===== src/rtl/vga_pkg.sv =====
// Shared definitions for the VGA code loader: FSM state encoding, message
// length and RGB444 field layout of the 24-bit code word.
package vga_pkg;

  typedef enum logic [1:0] {
    ST_B0,
    ST_B1,
    ST_B2,
    ST_PEND
  } state_e;

  localparam int unsigned MSG_LEN   = 3;
  localparam int unsigned BYTE_W    = 8;
  localparam int unsigned RGB_CH_W  = 4;
  localparam int unsigned RGB_W     = 3 * RGB_CH_W;
  localparam int unsigned CODE_W    = 2 * RGB_W;
  localparam int unsigned LEFT_OFF  = RGB_W;
  localparam int unsigned RIGHT_OFF = 0;

  // Messages are big-endian: byte 0 lands in the most significant byte.
  function automatic int unsigned byte_lsb(input int unsigned idx);
    return (MSG_LEN - 1 - idx) * BYTE_W;
  endfunction

endpackage


===== src/rtl/vga_timeout_cnt.sv =====
// Inter-byte idle counter: counts enabled cycles, flags the cycle whose
// count would reach TIMEOUT. TIMEOUT of 0 never expires.
module vga_timeout_cnt #(
  parameter int unsigned TIMEOUT = 1023
) (
  input  logic clk,
  input  logic rst,
  input  logic enable_i,
  input  logic clear_i,
  output logic expired_o
);

  localparam int unsigned    CNT_W = 16;
  localparam logic [CNT_W-1:0] LIMIT = (TIMEOUT == 0) ? '0 : CNT_W'(TIMEOUT - 1);

  logic [CNT_W-1:0] cnt_q;

  always_ff @(posedge clk) begin
    if (rst || clear_i) begin
      cnt_q <= '0;
    end else if (enable_i && (cnt_q != '1)) begin
      cnt_q <= cnt_q + 1'b1;
    end
  end

  // Expires on the edge at which the idle count reaches TIMEOUT.
  assign expired_o = (TIMEOUT != 0) && enable_i && (cnt_q == LIMIT);

endmodule


===== src/rtl/vga_code_loader.sv =====
// Assembles 3-byte messages into the 24-bit VGA colour code. With
// VGA_CODE_LOADER_FRAME_SYNC_EN defined, the commit waits for a vsync falling edge.
module vga_code_loader
  import vga_pkg::*;
#(
  parameter logic [23:0] RESET_CODE = 24'hF000F0,
  parameter int unsigned TIMEOUT    = 1023
) (
  input  logic              clk,
  input  logic              rst,
  input  logic [7:0]        in_data,
  input  logic              in_valid,
  input  logic              in_last,
  output logic              in_ready,
  input  logic              vsync,
  output logic [CODE_W-1:0] code,
  output logic              update_done,
  output logic              frame_err
);

  state_e            state_q;
  logic [CODE_W-1:0] shadow_q;
  logic [CODE_W-1:0] code_q;
  logic              in_ready_q;
  logic              update_done_q;
  logic              frame_err_q;
  logic              accept;
  logic              tmo_en;
  logic              tmo_expired;

  assign accept = in_valid && in_ready_q;
  assign tmo_en = ((state_q == ST_B1) || (state_q == ST_B2)) && !accept;

  vga_timeout_cnt #(
    .TIMEOUT(TIMEOUT)
  ) u_timeout (
    .clk       (clk),
    .rst       (rst),
    .enable_i  (tmo_en),
    .clear_i   (!tmo_en),
    .expired_o (tmo_expired)
  );

`ifdef VGA_CODE_LOADER_FRAME_SYNC_EN
  logic vsync_q;
  logic vsync_fall;
  assign vsync_fall = vsync_q && !vsync;
`else
  logic unused_sync;
  assign unused_sync = ^{vsync, shadow_q[byte_lsb(2) +: BYTE_W]};
`endif

  always_ff @(posedge clk) begin
    if (rst) begin
      state_q       <= ST_B0;
      shadow_q      <= '0;
      code_q        <= RESET_CODE;
      in_ready_q    <= 1'b0;
      update_done_q <= 1'b0;
      frame_err_q   <= 1'b0;
`ifdef VGA_CODE_LOADER_FRAME_SYNC_EN
      vsync_q       <= 1'b1;
`endif
    end else begin
      update_done_q <= 1'b0;
      frame_err_q   <= 1'b0;
      in_ready_q    <= 1'b1;
`ifdef VGA_CODE_LOADER_FRAME_SYNC_EN
      vsync_q       <= vsync;
`endif
      unique case (state_q)
        ST_B0: begin
          if (accept) begin
            shadow_q[byte_lsb(0) +: BYTE_W] <= in_data;
            if (in_last) frame_err_q <= 1'b1;
            else         state_q     <= ST_B1;
          end
        end
        ST_B1: begin
          if (accept) begin
            shadow_q[byte_lsb(1) +: BYTE_W] <= in_data;
            if (in_last) begin
              frame_err_q <= 1'b1;
              state_q     <= ST_B0;
            end else begin
              state_q     <= ST_B2;
            end
          end else if (tmo_expired) begin
            frame_err_q <= 1'b1;
            state_q     <= ST_B0;
          end
        end
        ST_B2: begin
          if (accept) begin
            if (!in_last) begin
              frame_err_q <= 1'b1;
              state_q     <= ST_B0;
            end else begin
`ifdef VGA_CODE_LOADER_FRAME_SYNC_EN
              shadow_q[byte_lsb(2) +: BYTE_W] <= in_data;
              in_ready_q <= 1'b0;
              state_q    <= ST_PEND;
`else
              // Last byte bypasses the shadow so code updates the next cycle.
              code_q        <= {shadow_q[CODE_W-1:BYTE_W], in_data};
              update_done_q <= 1'b1;
              state_q       <= ST_B0;
`endif
            end
          end else if (tmo_expired) begin
            frame_err_q <= 1'b1;
            state_q     <= ST_B0;
          end
        end
        ST_PEND: begin
`ifdef VGA_CODE_LOADER_FRAME_SYNC_EN
          if (vsync_fall) begin
            code_q        <= shadow_q;
            update_done_q <= 1'b1;
            state_q       <= ST_B0;
          end else begin
            in_ready_q <= 1'b0;
          end
`else
          state_q <= ST_B0;
`endif
        end
        default: state_q <= ST_B0;
      endcase
    end
  end

  assign in_ready    = in_ready_q;
  assign code        = code_q;
  assign update_done = update_done_q;
  assign frame_err   = frame_err_q;

endmodule


===== config.mk =====
export PLATFORM = sky130hd
export DESIGN_NAME = vga_code_loader
export DESIGN_NICKNAME = d
export VERILOG_FILES = /design/src/rtl/vga_pkg.sv /design/src/rtl/vga_timeout_cnt.sv /design/src/rtl/vga_code_loader.sv
export SDC_FILE = /design/constraint.sdc
export NUM_CORES = 1
export LEC_CHECK = 0
export ABC_AREA = 1
export ABC_CLOCK_PERIOD_IN_PS = 1600
export CAP_MARGIN = 20
export CORE_ASPECT_RATIO = 0.75
export CORE_UTILIZATION = 54
export DETAILED_ROUTE_END_ITERATION = 12
export HOLD_SLACK_MARGIN = 0.12
export PLACE_DENSITY = 0.86
export SLEW_MARGIN = 20
export SYNTH_ARGS = -nofsm -noshare
export SYNTH_HDL_FRONTEND = slang
export SYNTH_SLANG_ARGS = --single-unit

===== constraint.sdc =====
create_clock -name clk -period 1.6 [get_ports clk]
set_input_delay 0.32 -clock clk [delete_from_list [all_inputs] [get_ports clk]]
set_output_delay 0.32 -clock clk [all_outputs]
set_load 0.005 [all_outputs]

==> impl_metrics.py, run 1 <==
metrics = {
    "outcome": {
        "status": "complete, but fails checks",
        "violations": "DRC",
    },
    "sta": {
        "worst_slew_pin_slew_ps": 440,
        "hold_ws_ps": 460,
        "drv_slew": 0,
        "fin_skew_ps": 8.53,
        "setup_viol": 0,
        "timing.fmax_mhz": 645,
        "fin_crit_sh_pct": 96.9,
        "timing_hold_violations_final": 0,
        "relSlewSlack_pct": 70.7,
        "rsz0062_at_grt": "no",
        "fin_crit_ps": 1550,
    },
    "clock_tree": {
        "path_clk_slew_ps": 70,
        "htreeDepth": 3,
        "clock_latency_ps": 340,
        "cts.sinks": 61,
        "clock_path_buffers": 2,
        "cts_root_buffer": "clkbuf_8",
        "cts_tree": "done",
        "numCtsBuffers": 9,
    },
    "worst_setup_path": {
        "crit_buf_inv": 1,
        "end_kind": "primary output",
        "cpLargestDelayFamily": "buffers and inverters",
        "path_cells": "clkdlybuf4s50_1",
        "start_kind": "register",
        "critPathKind": "register to primary output",
        "rrSetupSlack_ps": 100,
        "critPathMaxStageDelay_ps": 530,
        "critPathArrivalTime_ps": 1230,
        "crit_slowest_cell": "clkdlybuf4s50_1",
        "worst-path-max-fanout": 2,
        "reg2reg_depth": 5,
        "cp.required_ps": 1280,
        "r2r_start": "state_q[1]",
        "r2r-end": "shadow_q[12]",
    },
    "logic_synthesis": {
        "synth_cells": 371,
        "synth_area_leaders": "dfxtp_1 44%, nand2_1 13%, nor2_1 6.7%, nand3_1 5.8%, a21oi_1 4.2%",
        "seq_area_frac_synth_pct": 44.3,
        "synth.avg_cell_area_um2": 7.43,
        "yosys_warnings": 0,
        "synth_area_um2": 2760,
        "synth_top_area_share_pct": 44.3,
        "synth.distinct_cells": 30,
        "synth_top_cell_by_area": "dfxtp_1",
        "ys_ff_latch": 61,
        "syn_nets": 391,
    },
    "pwr": {
        "power-per-cell-area_nw_per_um2": 906,
        "ir_worst_vdd_v": 0.000609,
        "leakagePower_nw": 1.42,
    },
    "global_routing": {
        "gr-total-overflow": 0,
        "grt_pass1_vias": 2457,
        "grt_max_degree": 16,
        "grt_pass1_wl_mm": 10.9,
        "antenna_found_initial": 0,
        "track_usage_pct": 26.0,
    },
    "floorplanning": {
        "die-area_um2": 5400,
        "core-area_um2": 4900,
        "die_width_um": 84.5,
        "chipHeight_um": 63.9,
        "pin_count": 40,
        "num_rows": 22,
        "start_util_pct": 56.3,
    },
    "placed_design": {
        "portBuffers": 38,
        "dp.cells": 479,
        "place_congestion": 0.813,
        "dp_hpwl_mm": 4.43,
    },
    "worst_hold_path": {
        "holdPathStages": 2,
        "holdPathEnd": "shadow_q[18]",
        "hp-start": "shadow_q[18]",
        "holdCritPathClass": "register to register",
    },
    "routing": {
        "vias_per_cell": 5.36,
        "drt_iter0_markers": 279,
        "firstDrtPassIters": 11,
        "drc": 3,
        "postRouteWirelength_mm": 6.73,
        "ant_nets": 0,
        "wl_per_cell_um": 13.6,
        "num_vias": 2657,
    },
    "layout": {
        "final_cell_mix": "98 x nand2_1, 59 x dfxtp_1, 49 x nor2_1",
        "fin_nets": 451,
        "finalNonFillerCells": 496,
        "final_common_cell": "nand2_1",
        "final_util_pct": 73.0,
        "diodes": 0,
        "final_layout_size_suffix_gt1_share_pct": 15.8,
        "area_growth_pct": 29.7,
    },
    "job": {
        "drv_cap": 0,
    },
}
-- power by group --
| part | switching, mW | total, mW | internal [mW] |
|---|---|---|---|
| logic | 0.185 | 0.308 | 0.123 |
| registers | 0.0172 | 1.56 | 1.54 |
| clock network | 0.646 | 1.37 | 0.723 |
| total | 0.848 | 3.24 | 2.39 |
-- repair_timing --
item	CTS	global route
hold buffers	0	0
hold endpoints to repair	0	0
gates cloned	1	0
endpoints found under the setup margin	14	18
pin swaps	1	1
gates resized for setup	3	6
buffers inserted	0	0
-- cells in the mapped netlist, drive strengths merged --
cell type,number
a21oi,33
a22oi,1
a31oi,1
buf,5
clkbuf,9
clkinv,1
dfxtp,61
ha,7
inv,25
nand2,101
nand3,34
nand4,3
nor2,50
nor3,8
nor3b,1
o21ai,21
or2,2
xnor2,2
xor2,6
-- worst min-delay path: cells and delay by family, from the launching register on --
kind | cells | cell delay [ps]
AOI/OAI and AO/OA | 1 | 50
and+or+nand+nor | 1 | 60
DFF | 1 | 310
-- sequential cells by signal, summed over array words and instances (netlist names) --
| name | cells |
|---|---|
| in_ready | 1 |
| u_timeout.cnt_q | 16 |
| state_q | 2 |
| code | 24 |
| update_done | 1 |
| shadow_q | 16 |
| frame_err | 1 |
-- worst max path at each step --
stage	startpoint	endpoint	slack [ps]	cells after the start
after floorplan	u_timeout.cnt_q[0]	u_timeout.cnt_q[6]	170	9
after global placement	in_valid	u_timeout.cnt_q[10]	-150	8
after detailed placement	in_valid	u_timeout.cnt_q[8]	-210	8
after CTS	state_q[0]	u_timeout.cnt_q[0]	30	8
after global routing	code[8]	code[8]	5	1
final	code[4]	code[4]	50	1
-- through the flow --
stage / setup TNS (ps) / power (mW) / cell area, um2 / setup slack [ps]
5_1_grt: 0 / 3.34 / 3570 / 4.52
3_5_place_dp: -6180 / 1.88 / 3340 / -214
2_1_floorplan: 0 / 1.76 / 2760 / 172
3_3_place_gp: -4230 / 1.87 / 3340 / -146
4_1_cts: 0 / 3.25 / 3550 / 29.9
6_report: 0 / 3.24 / 3570 / 49.6
-- logic make-up (layout without fill, tap and decap cells) --
family                     after synthesis  count (layout)  synth area share (%)
xor gates and xnor gates                 8               8                  2.54
adders and majority gates                7               7                  3.18
DFF                                     61              61                  44.3
buffers and inverters                   40             104                  6.35
AOI/OAI and AO/OA                       56              56                  11.7
and+or+nand+nor                        199             200                  32.0
-- metal layers --
layer  vias to the layer above  track usage [%]  part of all wire [%]
met3                        11             8.79                   7.1
li1                       1316                -                     -
met1                      1218             31.5                    44
met4                         0             8.47                   1.4
met2                       112             43.8                    47
met5                         -                0                     0
-- area by class of cell --
cell class / instances / area [um2]
Inverter: 26 / 110
Multi-Input combinational cell: 271 / 1380
Timing Repair Buffer: 62 / 586
Clock buffer: 9 / 124
Clock inverter: 7 / 73.8
Fill cell: 336 / 1330
Sequential cell: 61 / 1220
Tap cell: 60 / 75.1
Power figures use the tool's default switching activity.
==> inputs of run 2 (changes only) <==
--- a/config.mk
+++ b/config.mk
@@ -8,8 +8,10 @@
 export ABC_AREA = 1
 export ABC_CLOCK_PERIOD_IN_PS = 1600
 export CAP_MARGIN = 20
+export CELL_PAD_IN_SITES_DETAIL_PLACEMENT = 1
+export CELL_PAD_IN_SITES_GLOBAL_PLACEMENT = 1
 export CORE_ASPECT_RATIO = 0.75
-export CORE_UTILIZATION = 54
+export CORE_UTILIZATION = 39
 export DETAILED_ROUTE_END_ITERATION = 12
 export HOLD_SLACK_MARGIN = 0.12
 export PLACE_DENSITY = 0.86
==> impl_metrics.py, run 2 (synthesized netlist as in run 1, its figures left out) <==
metrics = {
    "routing": {
        "num_vias": 2636,
        "firstDrtPassIters": 4,
        "drc": 0,
        "wl_per_cell_um": 14.9,
        "postRouteWirelength_mm": 7.77,
        "drt_iter0_markers": 106,
        "ant_nets": 0,
        "vias_per_cell": 5.06,
    },
    "worst_hold_path": {
        "holdPathStages": 2,
        "holdPathEnd": "shadow_q[20]",
        "hp-start": "shadow_q[20]",
        "holdCritPathClass": "register to register",
    },
    "sta": {
        "setup_viol": 0,
        "fin_crit_ps": 1530,
        "timing_hold_violations_final": 0,
        "relSlewSlack_pct": 76.1,
        "fin_setup_tns_ps": 0,
        "fin_crit_sh_pct": 95.6,
        "worst_slew_pin_slew_ps": 355,
        "hold_ws_ps": 462,
        "layout_setup_ws_ps": 70.1,
        "fin_skew_ps": 7.35,
        "rsz0062_at_grt": "no",
        "drv_slew": 0,
        "timing.fmax_mhz": 654,
    },
    "clock_tree": {
        "clock_latency_ps": 340,
        "cts.sinks": 61,
        "path_clk_slew_ps": 70,
        "numCtsBuffers": 9,
        "cts_root_buffer": "clkbuf_8",
        "htreeDepth": 3,
        "ctsHoldBuffers": 0,
        "clock_path_buffers": 2,
        "cts_tree": "done",
    },
    "floorplanning": {
        "die-area_um2": 7410,
        "die_width_um": 99.1,
        "start_util_pct": 40.3,
        "chipHeight_um": 74.8,
        "core-area_um2": 6830,
        "num_rows": 26,
        "pin_count": 40,
    },
    "worst_setup_path": {
        "rrSetupSlack_ps": 110,
        "critPathKind": "register to primary output",
        "crit_buf_inv": 1,
        "r2r-end": "u_timeout.cnt_q[14]",
        "start_kind": "register",
        "r2r_start": "u_timeout.cnt_q[1]",
        "critPathArrivalTime_ps": 1210,
        "cp.required_ps": 1280,
        "end_kind": "primary output",
        "cp.depth": 1,
        "worst-path-max-fanout": 2,
        "crit_slowest_cell": "clkdlybuf4s50_1",
        "reg2reg_depth": 8,
        "critPathMaxStageDelay_ps": 510,
        "cpLargestDelayFamily": "buffers and inverters",
        "path_cells": "clkdlybuf4s50_1",
    },
    "placed_design": {
        "portBuffers": 38,
        "place_ws_ps": -193,
        "dp.cells": 504,
        "place_area_um2": 3380,
        "place_congestion": 0.904,
        "dp_hpwl_mm": 5.60,
    },
    "pwr": {
        "ir_worst_vdd_v": 0.000413,
        "leakagePower_nw": 1.42,
        "power-per-cell-area_nw_per_um2": 870,
        "total_power_mw": 3.14,
    },
    "layout": {
        "largest_reg_flops": 24,
        "fin_nets": 452,
        "area_growth_pct": 30.9,
        "fin_area_um2": 3610,
        "final_layout_size_suffix_gt1_share_pct": 16.2,
        "final_common_cell": "nand2_1",
        "final_util_pct": 52.8,
        "diodes": 0,
        "finalNonFillerCells": 521,
        "final_cell_mix": "97 x nand2_1, 60 x dfxtp_1, 49 x nor2_1",
        "fill_cells": 875,
    },
    "global_routing": {
        "grt_pass1_vias": 2583,
        "antenna_found_initial": 0,
        "top_usage_layer": "met2",
        "grt_pass1_wl_mm": 12.6,
        "grt_max_degree": 26,
        "track_usage_pct": 22.2,
        "use_met2_pct": 35.2,
        "grt_use_met3_pct": 5.85,
        "gr-total-overflow": 0,
        "grt.met1_usage_pct": 29.7,
    },
    "outcome": {
        "status": "complete, no violations",
    },
    "job": {
        "drv_cap": 0,
    },
}
## run 2: layer usage
layer,up-vias,routed length [um]
li1,1322,-
met1,1251,3770
met2,49,3600
met3,14,282
met4,0,114
met5,-,0
## run 2: worst reg2reg max path, cell delays in order, from the launching register on
cell and delay [ps]:
dfxtp_1 440, ha_4 200, nand2_4 70, nor2_4 160, nand3_4 110, nand2_4 180
inv_8 80, nand2_1 100, a21oi_1 60
## run 2: timing repair
action	CTS	global route
gates resized for setup	4	5
cloned	1	0
endpoints found under the setup margin	14	18
pin swaps	1	0
setup buffers	0	0
## run 2: how the worst max path moves through the flow
stage                       start            endpoint
6_report                  code[4]             code[4]
5_1_grt                  in_valid             code[8]
4_1_cts                   code[4]             code[4]
3_5_place_dp             in_valid        shadow_q[13]
3_3_place_gp             in_valid             code[8]
2_1_floorplan  u_timeout.cnt_q[0]  u_timeout.cnt_q[6]
## run 2: layout make-up
class	instances	area, um2	area share [%]
Clock buffer	10	138	3.82
Clock inverter	6	45.0	1.25
Inverter	26	105	2.91
Tap cell	84	105	2.91
Sequential cell	61	1220	33.9
Timing Repair Buffer	63	593	16.4
Multi-Input combinational cell	271	1400	38.8
## run 2: power by group
part	internal [mW]	switching (mW)	total [mW]
sequential	1.54	0.0153	1.56
combinational	0.129	0.195	0.323
clock	0.614	0.644	1.26
total	2.29	0.854	3.14
==> edit (flow settings as in run 1) <==
The option `VGA_CODE_LOADER_FRAME_SYNC_EN` is turned on by a define.
--- a/src/rtl/vga_code_loader.sv
+++ b/src/rtl/vga_code_loader.sv
@@ -2,2 +2,4 @@
 // VGA_CODE_LOADER_FRAME_SYNC_EN defined, the commit waits for a vsync falling edge.
+`define VGA_CODE_LOADER_FRAME_SYNC_EN
+
 module vga_code_loader
Function: changed (Yosys sat finds a counterexample within 10 cycles, from zero or initial values and one cycle with rst high).
==> edit against run 1 <==
Synthesized cell count rose by 13%. Worst setup slack hardly changed. First-iteration DRC count down 16%. Power up 9.9%. Cell area grew 8.3%. Wire length grew 13%. Area after synthesis is 9.5% higher. Sequential share of layout area increased by 2.1 points. Via count up 13%. Sequential cell count rose by 9. Fmax hardly changed. Die area is 9.3% higher. Critical path type unchanged. Largest power group unchanged.
==> edit: results (changes against run 1) <==
----------------------------------------------------
[Clock tree]
  Resized Gates After CTS ... 0 (-3)
  Clock network latency to the later pin of the worst-skew pair ... 0.37 ns (+0.03 ns)
  CTS clk-pin slew, worst paths ... 0.09 ns (+0.02 ns)

[Layout]
  Net total in the final layout ... 499 (+11%)
  Share of cells above drive strength 1 ... 14.3% (-1.6 points)
  Number of standard cells in the layout, taps in and fillers out ... 559 (+13%)

[Synthesis]
  Share of the yosys chip area belonging to registers ... 46.4% (+2.1 points)
  Most numerous cell types in the synthesized netlist ... nand2_1 (103), dfxtp_1 (70), nor2_1 (68), nand3_1 (33), a21oi_1 (32)
  Number of instances in the synthesized netlist ... 420 (+13%)
  Total nets after synthesis ... 440 (+13%)

[Detailed routing]
  Drt wl/cell ... 13.6 µm (+0.15%)
  Total iterations of the first detailed-routing run ... 7 (-4)
  Via Count ... 2995 (+13%)

[STA]
  Worst-Margin Slew ... 0.341 ns (-0.0993 ns)
  Worst Clk Skew ... 0.0122 ns (+0.00372 ns)

[GRT]
  Global-route track usage on met1 ... 36.3% (+4.8 points)
  Gr usage total ... 27.4% (+1.4 points)
  Via count of the first global-routing pass ... 2577 (+4.9%)
  First-pass GRT wire length ... 12.0 mm (+9.6%)

[Placement]
  Final HPWL from detailed placement ... 5.27 mm (+19%)
  Quantity of I/O buffers inserted on ports ... 39 (+2.6%)

[Worst setup path]
  Endpoint of the lowest-slack register-to-register path ... u_timeout.cnt_q[7]
  Start point of the critical path ... code[7]
  Source of the worst register-to-register timing path ... u_timeout.cnt_q[3]
  Critical path's largest stage delay ... 0.51 ns (-0.02 ns)
  Critical path endpoint ... code[7]

[Status]
  Status ... completed

----------------------------------------------------
-- edit: final cells by class --
cell class                      count  area [µm²]  area share (%)
Multi-Input combinational cell    304        1460            37.6
Timing Repair Buffer               64         611            15.8
Sequential cell                    70        1410            36.3
Clock inverter                      7        63.8            1.65
Tap cell                           75        93.8            2.42
Clock buffer                        9         124            3.20
Inverter                           30         118            3.04
-- edit: power breakdown --
group / total [mW] / switching [mW] / internal, mW
clock: 1.37 / 0.774 / 0.596
sequential: 1.78 / 0.0144 / 1.77
combinational: 0.405 / 0.233 / 0.172
total: 3.56 / 1.02 / 2.54
-- edit: through the flow --
step	TNS [ns]	area (µm²)	power (mW)	utilization, %
CTS	0	3810	3.52	71.2
detailed placement	-3.13	3620	2.17	67.7
global placement	-1.33	3620	2.16	67.7
floorplan	0	3020	2.02	-
finish	0	3870	3.56	72.3
global route	-0.0878	3870	3.69	72.3
-- edit: how the worst min path moves through the flow --
stage                     slack (ns)            to         start
after floorplan                 0.42       vsync_q         vsync
after global routing            0.49  shadow_q[15]  shadow_q[15]
after CTS                       0.47   shadow_q[9]   shadow_q[9]
final                           0.47      code[20]      code[20]
after detailed placement        0.45      code[20]  shadow_q[20]
after global placement          0.44      code[20]      code[20]
-- edit: cell families (layout without fill, tap and decap cells) --
kind of cell,count (synthesis),in the layout,synth area share (%)
simple gates,226,226,31.7
fa+ha+maj,7,7,2.90
compound gates,67,67,11.7
xor+xnor,4,4,1.16
flops,70,70,46.4
buf+inv,46,110,6.09
-- edit: layer usage --
| layer | up-vias | routed length [µm] |
|---|---|---|
| li1 | 1473 | - |
| met2 | 118 | 3440 |
| met1 | 1392 | 3480 |
| met3 | 12 | 585 |
| met5 | - | 0 |
| met4 | 0 | 97 |
